`src/rtl/misr_reg.sv`:
```
// Multiple-input signature register: shifts left, folds the top bit back
// through POLY, and XORs in one response word per enabled cycle.
module misr_reg #(
  parameter int           W    = 9,
  parameter logic [W-1:0] POLY = '0
) (
  input  logic         clk,
  input  logic         rst_n,
  input  logic         clear,
  input  logic         en,
  input  logic [W-1:0] data,
  output logic [W-1:0] sig
);

  logic [W-1:0] sig_q;
  logic [W-1:0] sig_d;

  always_comb begin
    sig_d = sig_q;
    if (clear) begin
      sig_d = '0;
    end else if (en) begin
      sig_d = {sig_q[W-2:0], 1'b0} ^ (sig_q[W-1] ? POLY : '0) ^ data;
    end
  end

  always_ff @(posedge clk or negedge rst_n) begin
    if (!rst_n) begin
      sig_q <= '0;
    end else begin
      sig_q <= sig_d;
    end
  end

  assign sig = sig_q;

endmodule

```
`config.mk`:
```
export PLATFORM = sky130hd
export DESIGN_NAME = misr_reg
export DESIGN_NICKNAME = d
export VERILOG_FILES = /design/src/rtl/misr_reg.sv
export SDC_FILE = /design/constraint.sdc
export NUM_CORES = 1
export LEC_CHECK = 0
export ABC_AREA = 1
export CELL_PAD_IN_SITES_DETAIL_PLACEMENT = 0
export CELL_PAD_IN_SITES_GLOBAL_PLACEMENT = 1
export CORE_ASPECT_RATIO = 1.1
export CORE_MARGIN = 8
export CORE_UTILIZATION = 28
export CTS_CLUSTER_DIAMETER = 150
export CTS_CLUSTER_SIZE = 10
export DETAILED_ROUTE_END_ITERATION = 8
export HOLD_SLACK_MARGIN = 0.1
export MAX_ROUTING_LAYER = met4
export PLACE_DENSITY_LB_ADDON = 0.1
export SLEW_MARGIN = 30
export SYNTH_ARGS = -nofsm -noshare
export SYNTH_HDL_FRONTEND = slang
export SYNTH_SLANG_ARGS = --single-unit
```
`constraint.sdc`:
```
create_clock -name clk -period 1.7 [get_ports clk]
set_input_delay 0.255 -clock clk [delete_from_list [all_inputs] [get_ports clk]]
set_output_delay 0.255 -clock clk [all_outputs]
set_load 0.01 [all_outputs]
```
==> flow_summary_export.csv, run 1 <==
group,metric,value,unit
global_routing,overflow,0,
yosys,netlist_top_cells_area,"sky130_fd_sc_hd__dfrtp_1 47%, sky130_fd_sc_hd__nand2_1 27%, sky130_fd_sc_hd__inv_1 13%, sky130_fd_sc_hd__nand3_1 8.4%, sky130_fd_sc_hd__nor2_4 2.4%",
power_and_ir_drop,p_leak,0.389,nW
job,max_cap_violations,0,
place,portBuffers,21,
place,postPlaceCellArea,709,um^2
global_routing,use_met3,3.86,%
finish,number_of_non_filler_instances_in_the_completed_layout,113,
yosys,synth_sequential_area_ratio,47.1,%
place,place_inst,109,
setup_path,timing.reg2reg.setup_slack,0.95,ns
power_and_ir_drop,power.sequential.fraction,47.2,%
power_and_ir_drop,internal-power,0.384,mW
global_routing,grt_util_all_layers,8.09,%
finish,final_layout_size_suffix_gt1_share,5.21,%
floorplanning,die_area,3290,um^2
yosys,postSynthCellCount,71,
setup_path,setup.worst_path.start_class,"flop",
yosys,synth.largest_area_cell,"sky130_fd_sc_hd__dfrtp_1",
setup_path,crit_buf_inv,1,
setup_path,critical-path-max-stage-delay,0.56,ns
cts,clkSlewWorstSetupHoldPaths,0.06,ns
cts,cts.repair.resized,0,
global_routing,grt_pass1_vias,507,
power_and_ir_drop,power_per_cell_area,703,nW/um^2
yosys,ys_warn_count,0,
setup_path,reg2reg_depth,4,
floorplanning,initial_standard_cell_utilization_of_the_core,30.0,%
finish,largest_reg_flops,9,
timing,fin_crit_sh,86.2,%
run_status,status,"finished clean",
cts,sinks_on_clock_net,9,
routing,wl,1.17,mm
floorplanning,fp.coreArea,1600,um^2
place,worst_slack_placed,0.375,ns
floorplanning,rows,15,
floorplanning,chipHeight,59.3,um
routing,num_vias,479,
power_and_ir_drop,power.net_switching,0.133,mW
timing,finalWorstSetupSlack,0.235,ns
timing,final.setup.tns,0,ns
yosys,postSynthRegisterBits,9,
setup_path,critical_path.slowest_cell,"sky130_fd_sc_hd__clkdlybuf4s50_1",
timing,slew_headroom,73.0,%
finish,postLayoutCoreUtil,46.1,%
setup_path,series_of_cell_instances_along_the_critical_path,"clkdlybuf4s50_1",
routing,detailedRoute.firstPassIterationCount,4,
power_and_ir_drop,vdd_drop_max,0.000284,V
cts,clock_path_buffers,2,
yosys,synth.net_count,84,
global_routing,grt_max_degree,10,
power_and_ir_drop,comb_power_share,22.0,%
floorplanning,chipWidth,55.4,um
power_and_ir_drop,power.share.clock,30.8,%
worst_hold_path,hold_class,"in -> async",
timing,setup_repair_after_global_routing_missed_its_margin,"false",
finish,finalNetCount,110,
global_routing,first_pass_grt_wire_length,2.08,mm
timing,timing.final.setup_violations,0,
routing,antenna_left,0,
yosys,post-synth-top-area-fraction,47.1,%
yosys,mean_instance_size_in_the_synthesized_netlist,6.73,um^2
yosys,netlist-cell-type-count,6,
place,gpl.final_weighted_congestion,0.736,
routing,drt-initial-drc-count,3,
setup_path,crit_end,"sig[1]",
cts,hold_buf_count_cts,0,
timing,timing_max_transition_violations_final,0,
power_and_ir_drop,totalPowerFinal,0.517,mW
cts,cts-htree-levels,1,
finish,syn2layout_area_growth,53.9,%
setup_path,cp_top_delay_family,"buffers and inverters",
setup_path,critical_path.reg2reg.startpoint,"sig[5]",
setup_path,crit_type,"reg -> out",
cts,clock_latency,0.25,ns
routing,drt-vias-per-instance,4.24,
routing,routed_wire_length_per_instance,10.4,um
cts,tritoncts_clock_tree,"built",
timing,timing.final.crit_period,1.46,ns
finish,final_cell_area,736,um^2
routing,remaining_design_rule_violation_count,0,
setup_path,reg2reg_capture_point,"sig[6]",
finish,insertedDiodeCount,0,
cts,clock_tree.root_cell,"sky130_fd_sc_hd__clkbuf_4",
setup_path,startpoint,"sig[1]",
cts,post-cts-setup-buffers,0,
floorplanning,ioPinCount,22,
global_routing,met1_usage,9.09,%
timing,worst_slew_pin_slew,0.404,ns
timing,finalHoldWorstSlack,0.295,ns
cts,cts-buffers-inserted,3,
global_routing,antenna_found_initial,0,
setup_path,worstPathArrival,1.21,ns
timing,hold_violations,0,
global_routing,busiest_layer,"met2",
place,hpwl,928,um
setup_path,cp.required,1.44,ns
setup_path,cp-end-kind,"primary output",
setup_path,critical_path_cell_count,1,
timing,fmax,683,MHz
power_and_ir_drop,sw_frac_of_total,25.7,%
global_routing,globalRouteMet2Util,11.2,%
timing,fin_worst_skew,0.00223,ns
yosys,post_synth_instance_area,478,um^2
setup_path,critical_path.max_fanout,4,
worst register-to-register path, delay by kind of cell (launching register included):
kind | cells | cell delay, ns
DFF | 1 | 0.40
buffers and inverters | 1 | 0.06
and+or+nand+nor | 3 | 0.19
per-layer routing:
| metal | share of wire (%) | vias up |
|---|---|---|
| met5 | 0 | - |
| met1 | 46 | 211 |
| li1 | - | 255 |
| met3 | 7.6 | 0 |
| met4 | 0 | 0 |
| met2 | 47 | 13 |
power groups by stage:
stage	registers [mW]	logic [mW]	clock network [mW]
after floorplan	0.253	0.0357	0
after global placement	0.248	0.114	0
after detailed placement	0.248	0.117	0
after CTS	0.245	0.117	0.169
after global routing	0.248	0.129	0.183
final	0.244	0.114	0.159
cell usage after synthesis (all sizes together):
cell type	count
nand2	35
inv	17
dfrtp	9
nand3	8
nor2	2
worst min-delay path by stage:
| stage | to | slack (ns) | cells past startpoint |
|---|---|---|---|
| CTS | sig[6] | 0.30 | 1 |
| floorplan | sig[0] | -0.04 | 0 |
| global placement | sig[8] | 0.48 | 2 |
| global route | sig[0] | 0.31 | 1 |
| finish | sig[8] | 0.30 | 1 |
| detailed placement | sig[8] | 0.48 | 2 |
layout make-up:
cell class	instances	area, um^2
multi-input cells	45	189
flip-flops and latches	9	225
clock buffers	4	26.3
well taps	17	21.3
inverters	17	63.8
repair buffers	21	210
fillers	174	860
cells in the final DEF (no fill, tap or decap):
cell and n:
sky130_fd_sc_hd__clkbuf_1 1, sky130_fd_sc_hd__clkdlybuf4s50_1 21, sky130_fd_sc_hd__dfrtp_1 9, sky130_fd_sc_hd__clkbuf_4 3, sky130_fd_sc_hd__nor2_2 1, sky130_fd_sc_hd__inv_1 17, sky130_fd_sc_hd__nand2_1 35, sky130_fd_sc_hd__nand3_1 8
sky130_fd_sc_hd__nor2_4 1
cells by family after synthesis:
kind of cell	synth area share [%]
flops	47.1
simple gates	39.5
buf+inv	13.4
Note: power is estimated with default switching activity, not from simulation.
==> run 2: changes to the inputs <==
--- a/config.mk
+++ b/config.mk
@@ -10,12 +10,11 @@
 export CELL_PAD_IN_SITES_GLOBAL_PLACEMENT = 1
 export CORE_ASPECT_RATIO = 1.1
 export CORE_MARGIN = 8
-export CORE_UTILIZATION = 28
+export CORE_UTILIZATION = 23
 export CTS_CLUSTER_DIAMETER = 150
 export CTS_CLUSTER_SIZE = 10
 export DETAILED_ROUTE_END_ITERATION = 8
 export HOLD_SLACK_MARGIN = 0.1
-export MAX_ROUTING_LAYER = met4
 export PLACE_DENSITY_LB_ADDON = 0.1
 export SLEW_MARGIN = 30
 export SYNTH_ARGS = -nofsm -noshare
==> constraint.sdc (replaced) <==
create_clock -name clk -period 1.2 [get_ports clk]
set_input_delay 0.18 -clock clk [delete_from_list [all_inputs] [get_ports clk]]
set_output_delay 0.18 -clock clk [all_outputs]
set_load 0.01 [all_outputs]
==> flow_summary_export.csv, run 2 (synthesized netlist as in run 1, its figures left out) <==
group,metric,value,unit
routing,num_vias,486,
timing,setup_repair_after_global_routing_missed_its_margin,"false",
cts,clock_tree.root_cell,"sky130_fd_sc_hd__clkbuf_4",
timing,timing.final.setup_violations,0,
cts,cts-htree-levels,1,
finish,syn2layout_area_growth,57.6,%
setup_path,cp-end-kind,"primary output",
global_routing,antenna_found_initial,0,
floorplanning,die_area,3790,um^2
power_and_ir_drop,p_leak,0.433,nW
global_routing,met1_usage,7.51,%
cts,tritoncts_clock_tree,"built",
place,portBuffers,21,
setup_path,cp_top_delay_family,"flip-flops",
finish,seq_area,225,um^2
setup_path,setup.worst_path.start_class,"flop",
routing,drt-initial-drc-count,9,
power_and_ir_drop,power_per_cell_area,957,nW/um^2
finish,final_cell_area,753,um^2
worst_hold_path,hold_class,"in -> async",
run_status,status,"finished clean",
floorplanning,chipHeight,63.8,um
floorplanning,rows,17,
routing,detailedRoute.firstPassIterationCount,4,
cts,clock_path_buffers,2,
cts,cts-buffers-inserted,3,
power_and_ir_drop,vdd_drop_max,0.000378,V
timing,fin_crit_sh,95.2,%
timing,hold_violations,0,
routing,remaining_design_rule_violation_count,0,
finish,layout_commonest_cell,"sky130_fd_sc_hd__nand2_1",
floorplanning,chipWidth,59.5,um
setup_path,crit_type,"reg -> out",
setup_path,worstPathArrival,0.96,ns
timing,slew_headroom,73.8,%
finish,insertedDiodeCount,0,
cts,clkSlewWorstSetupHoldPaths,0.06,ns
place,gpl.final_weighted_congestion,0.682,
global_routing,grt_util_all_layers,7.13,%
global_routing,first_pass_grt_wire_length,2.10,mm
floorplanning,ioPinCount,22,
setup_path,critical-path-max-stage-delay,0.41,ns
finish,multiInputGateArea,189,um^2
finish,finalNetCount,112,
floorplanning,initial_standard_cell_utilization_of_the_core,24.2,%
global_routing,grt_max_degree,10,
timing,fin_worst_skew,0.00146,ns
timing,worst_slew_pin_slew,0.392,ns
finish,fillCellCount,228,
timing,timing.final.crit_period,1.14,ns
place,postPlaceCellArea,738,um^2
setup_path,crit_buf_inv,1,
global_routing,busiest_layer,"met2",
global_routing,grt_pass1_vias,528,
timing,fmax,875,MHz
cts,clock_latency,0.25,ns
global_routing,use_met3,2.00,%
finish,final_cell_mix,"35 x sky130_fd_sc_hd__nand2_1, 17 x sky130_fd_sc_hd__inv_1, 12 x sky130_fd_sc_hd__clkdlybuf4s50_1, 9 x sky130_fd_sc_hd__dlygate4sd2_1, 9 x sky130_fd_sc_hd__dfrtp_1",
routing,routed_wire_length_per_instance,9.64,um
floorplanning,fp.coreArea,1980,um^2
setup_path,critical_path.max_fanout,4,
job,max_cap_violations,0,
cts,sinks_on_clock_net,9,
routing,drt-vias-per-instance,3.86,
global_routing,globalRouteMet2Util,11.2,%
finish,final_layout_size_suffix_gt1_share,7.14,%
finish,largest_reg_flops,9,
setup_path,critical_path.slowest_cell,"sky130_fd_sc_hd__dfrtp_1",
setup_path,series_of_cell_instances_along_the_critical_path,"dlygate4sd2_1",
global_routing,overflow,0,
place,hpwl,958,um
routing,antenna_left,0,
cts,hold_buf_count_cts,0,
setup_path,cp.required,1.02,ns
finish,postLayoutCoreUtil,38.1,%
routing,wl,1.22,mm
timing,timing_max_transition_violations_final,0,
-- run 2: timing repair --
item | 4_1_cts | 5_1_grt
endpoints found under the setup margin | 9 | 0
buffers inserted | 0 | 0
resized for setup | 9 | 0
endpoints found under the hold margin | 0 | 0
-- run 2: stage by stage --
stage / TNS [ns] / hold WS, ns / power [mW] / instances / setup slack [ns]
4_1_cts: 0 / 0.223 / 0.739 / 126 / 0.0368
3_5_place_dp: -0.396 / 0.488 / 0.524 / 122 / -0.0569
3_3_place_gp: -0.150 / 0.478 / 0.522 / 122 / -0.0273
5_1_grt: 0 / 0.247 / 0.772 / 126 / 0.0157
6_report: 0 / 0.218 / 0.721 / 126 / 0.0570
2_1_floorplan: 0 / -0.116 / 0.409 / 71 / 0.462
-- run 2: area by class of cell --
cell class	count	area share, %
clock buffers	4	3.49
inverters	17	8.47
multi-input cells	45	25.1
flip-flops and latches	9	29.9
well taps	28	4.65
repair buffers	23	28.4
-- run 2: final timing paths --
path | start | end | slack (ns) | cells past startpoint
max reg2reg | sig[4] | sig[5] | 0.35 | 5
min in group clk | data[0] | sig[0] | 0.47 | 3
max | sig[0] | sig[0] | 0.06 | 1
min | rst_n | sig[5] | 0.22 | 1
min reg2reg | sig[8] | sig[8] | 0.49 | 2
max in group asynchronous | rst_n | sig[1] | 0.70 | 1
-- run 2: metal layers --
layer	part of all wire, %	routed length [um]
met5	0	0
met4	0	0
met3	4.8	58
met2	52	634
met1	43	521
-- run 2: where the power goes --
| group | switching (mW) | total, mW | internal [mW] | leakage (nW) |
|---|---|---|---|---|
| Sequential | 0.0185 | 0.343 | 0.325 | 0.119 |
| Combinational | 0.0734 | 0.156 | 0.0825 | 0.298 |
| Clock | 0.0942 | 0.222 | 0.127 | 0.0150 |
==> run 3: changes to the inputs <==
--- a/config.mk
+++ b/config.mk
@@ -16,6 +16,7 @@
 export DETAILED_ROUTE_END_ITERATION = 8
 export HOLD_SLACK_MARGIN = 0.1
 export PLACE_DENSITY_LB_ADDON = 0.1
+export SKIP_CTS_REPAIR_TIMING = 1
 export SLEW_MARGIN = 30
 export SYNTH_ARGS = -nofsm -noshare
 export SYNTH_HDL_FRONTEND = slang
==> flow_summary_export.csv, run 3 (synthesized netlist as in run 1, its figures left out) <==
group,metric,value,unit
run_status,status,"finished clean",
job,max_cap_violations,0,
floorplanning,initial_standard_cell_utilization_of_the_core,24.2,%
power_and_ir_drop,p_leak,0.549,nW
setup_path,worstPathArrival,0.85,ns
timing,fmax,974,MHz
finish,final_layout_size_suffix_gt1_share,9.00,%
global_routing,first_pass_grt_wire_length,2.09,mm
cts,clkSlewWorstSetupHoldPaths,0.06,ns
cts,tritoncts_clock_tree,"built",
finish,layout_commonest_cell,"sky130_fd_sc_hd__nand2_1",
routing,num_vias,491,
finish,insertedDiodeCount,0,
timing,hold_violations,0,
place,place_inst,122,
timing,worst_slew_pin_slew,0.393,ns
power_and_ir_drop,vdd_drop_max,0.000379,V
timing,timing_max_transition_violations_final,0,
finish,syn2layout_area_growth,67.8,%
setup_path,critical_path.max_fanout,4,
global_routing,antenna_found_initial,0,
power_and_ir_drop,power.sequential.fraction,46.7,%
place,hpwl,958,um
power_and_ir_drop,comb_power_share,23.2,%
global_routing,grt_pass1_vias,523,
setup_path,critical-path-max-stage-delay,0.41,ns
cts,clock_tree.root_cell,"sky130_fd_sc_hd__clkbuf_4",
place,worst_slack_placed,-0.0569,ns
worst_hold_path,hold_class,"in -> async",
setup_path,crit_type,"reg -> out",
routing,remaining_design_rule_violation_count,0,
routing,drt-initial-drc-count,7,
floorplanning,ioPinCount,22,
cts,cts-htree-levels,1,
place,gpl.final_weighted_congestion,0.682,
cts,cts-buffers-inserted,3,
routing,detailedRoute.firstPassIterationCount,4,
timing,fin_crit_sh,85.6,%
setup_path,cp-end-kind,"primary output",
finish,final_cell_mix,"35 x sky130_fd_sc_hd__nand2_1, 17 x sky130_fd_sc_hd__inv_1, 12 x sky130_fd_sc_hd__clkdlybuf4s50_1, 9 x sky130_fd_sc_hd__dlymetal6s2s_1, 9 x sky130_fd_sc_hd__dfrtp_1",
setup_path,crit_buf_inv,1,
global_routing,grt_max_degree,10,
cts,clock_latency,0.25,ns
finish,number_of_non_filler_instances_in_the_completed_layout,128,
timing,final.setup.tns,0,ns
power_and_ir_drop,power.share.clock,30.1,%
finish,fillCellCount,220,
setup_path,cp.required,1.02,ns
routing,wl,1.24,mm
timing,finalHoldWorstSlack,0.219,ns
setup_path,series_of_cell_instances_along_the_critical_path,"dlymetal6s2s_1",
floorplanning,chipHeight,63.8,um
power_and_ir_drop,sw_frac_of_total,25.4,%
finish,finalNetCount,114,
power_and_ir_drop,power.net_switching,0.187,mW
routing,routed_wire_length_per_instance,9.65,um
timing,timing.final.crit_period,1.03,ns
setup_path,cp_top_delay_family,"flip-flops",
finish,largest_reg_flops,9,
power_and_ir_drop,internal-power,0.549,mW
cts,clock_path_buffers,2,
timing,setup_repair_after_global_routing_missed_its_margin,"false",
setup_path,setup.worst_path.start_class,"flop",
global_routing,grt_util_all_layers,7.09,%
timing,finalWorstSetupSlack,0.173,ns
floorplanning,fp.coreArea,1980,um^2
timing,timing.final.setup_violations,0,
power_and_ir_drop,power_per_cell_area,917,nW/um^2
timing,fin_worst_skew,0.00146,ns
place,postPlaceCellArea,738,um^2
floorplanning,chipWidth,59.5,um
place,portBuffers,21,
finish,final_cell_area,802,um^2
routing,antenna_left,0,
routing,drt-vias-per-instance,3.84,
floorplanning,die_area,3790,um^2
setup_path,critical_path.slowest_cell,"sky130_fd_sc_hd__dfrtp_1",
floorplanning,rows,17,
timing,slew_headroom,73.7,%
cts,sinks_on_clock_net,9,
global_routing,overflow,0,
run 3: changes by cell type in the layout (fill, tap and decap cells not counted):
cell | previous run | this run
sky130_fd_sc_hd__dlygate4sd2_1 | 9 | 0
sky130_fd_sc_hd__dlymetal6s2s_1 | 0 | 9
sky130_fd_sc_hd__buf_4 | 2 | 4
run 3: through the flow:
step | utilization, % | total power, mW
finish | 40.5 | 0.736
floorplan | - | 0.409
CTS | 38.6 | 0.755
detailed placement | 37.3 | 0.524
global placement | 37.3 | 0.522
global route | 40.5 | 0.787
run 3: routing by layer:
metal / up-vias / track usage [%] / part of all wire, %
met5: - / 0 / 0
met4: 0 / 6.29 / 0
met3: 0 / 1.60 / 3.0
met2: 10 / 11.2 / 52
li1: 265 / - / -
met1: 216 / 7.63 / 45
run 3: final cells by class:
| type | instances | area (um^2) | area share, % |
|---|---|---|---|
| Multi-Input combinational cell | 45 | 189 | 23.6 |
| Tap cell | 28 | 35.0 | 4.37 |
| Sequential cell | 9 | 225 | 28.1 |
| Inverter | 17 | 63.8 | 7.96 |
| Clock buffer | 4 | 26.3 | 3.28 |
| Timing Repair Buffer | 25 | 263 | 32.8 |
run 3: power groups by stage:
stage | Clock [mW] | Sequential, mW | Combinational (mW)
6_report | 0.222 | 0.343 | 0.171
5_1_grt | 0.247 | 0.347 | 0.193
4_1_cts | 0.235 | 0.345 | 0.175
3_5_place_dp | 0 | 0.349 | 0.175
3_3_place_gp | 0 | 0.349 | 0.172
2_1_floorplan | 0 | 0.358 | 0.0506
run 3: final timing paths:
| kind | from | endpoint | slack (ns) | cells past startpoint |
|---|---|---|---|---|
| setup / recovery | sig[3] | sig[3] | 0.17 | 1 |
| hold / removal | rst_n | sig[5] | 0.22 | 1 |
| setup reg to reg | sig[0] | sig[1] | 0.33 | 5 |
| hold reg to reg | sig[8] | sig[8] | 0.49 | 2 |
| max in group asynchronous | rst_n | sig[1] | 0.70 | 1 |
| min in group clk | data[0] | sig[0] | 0.47 | 3 |
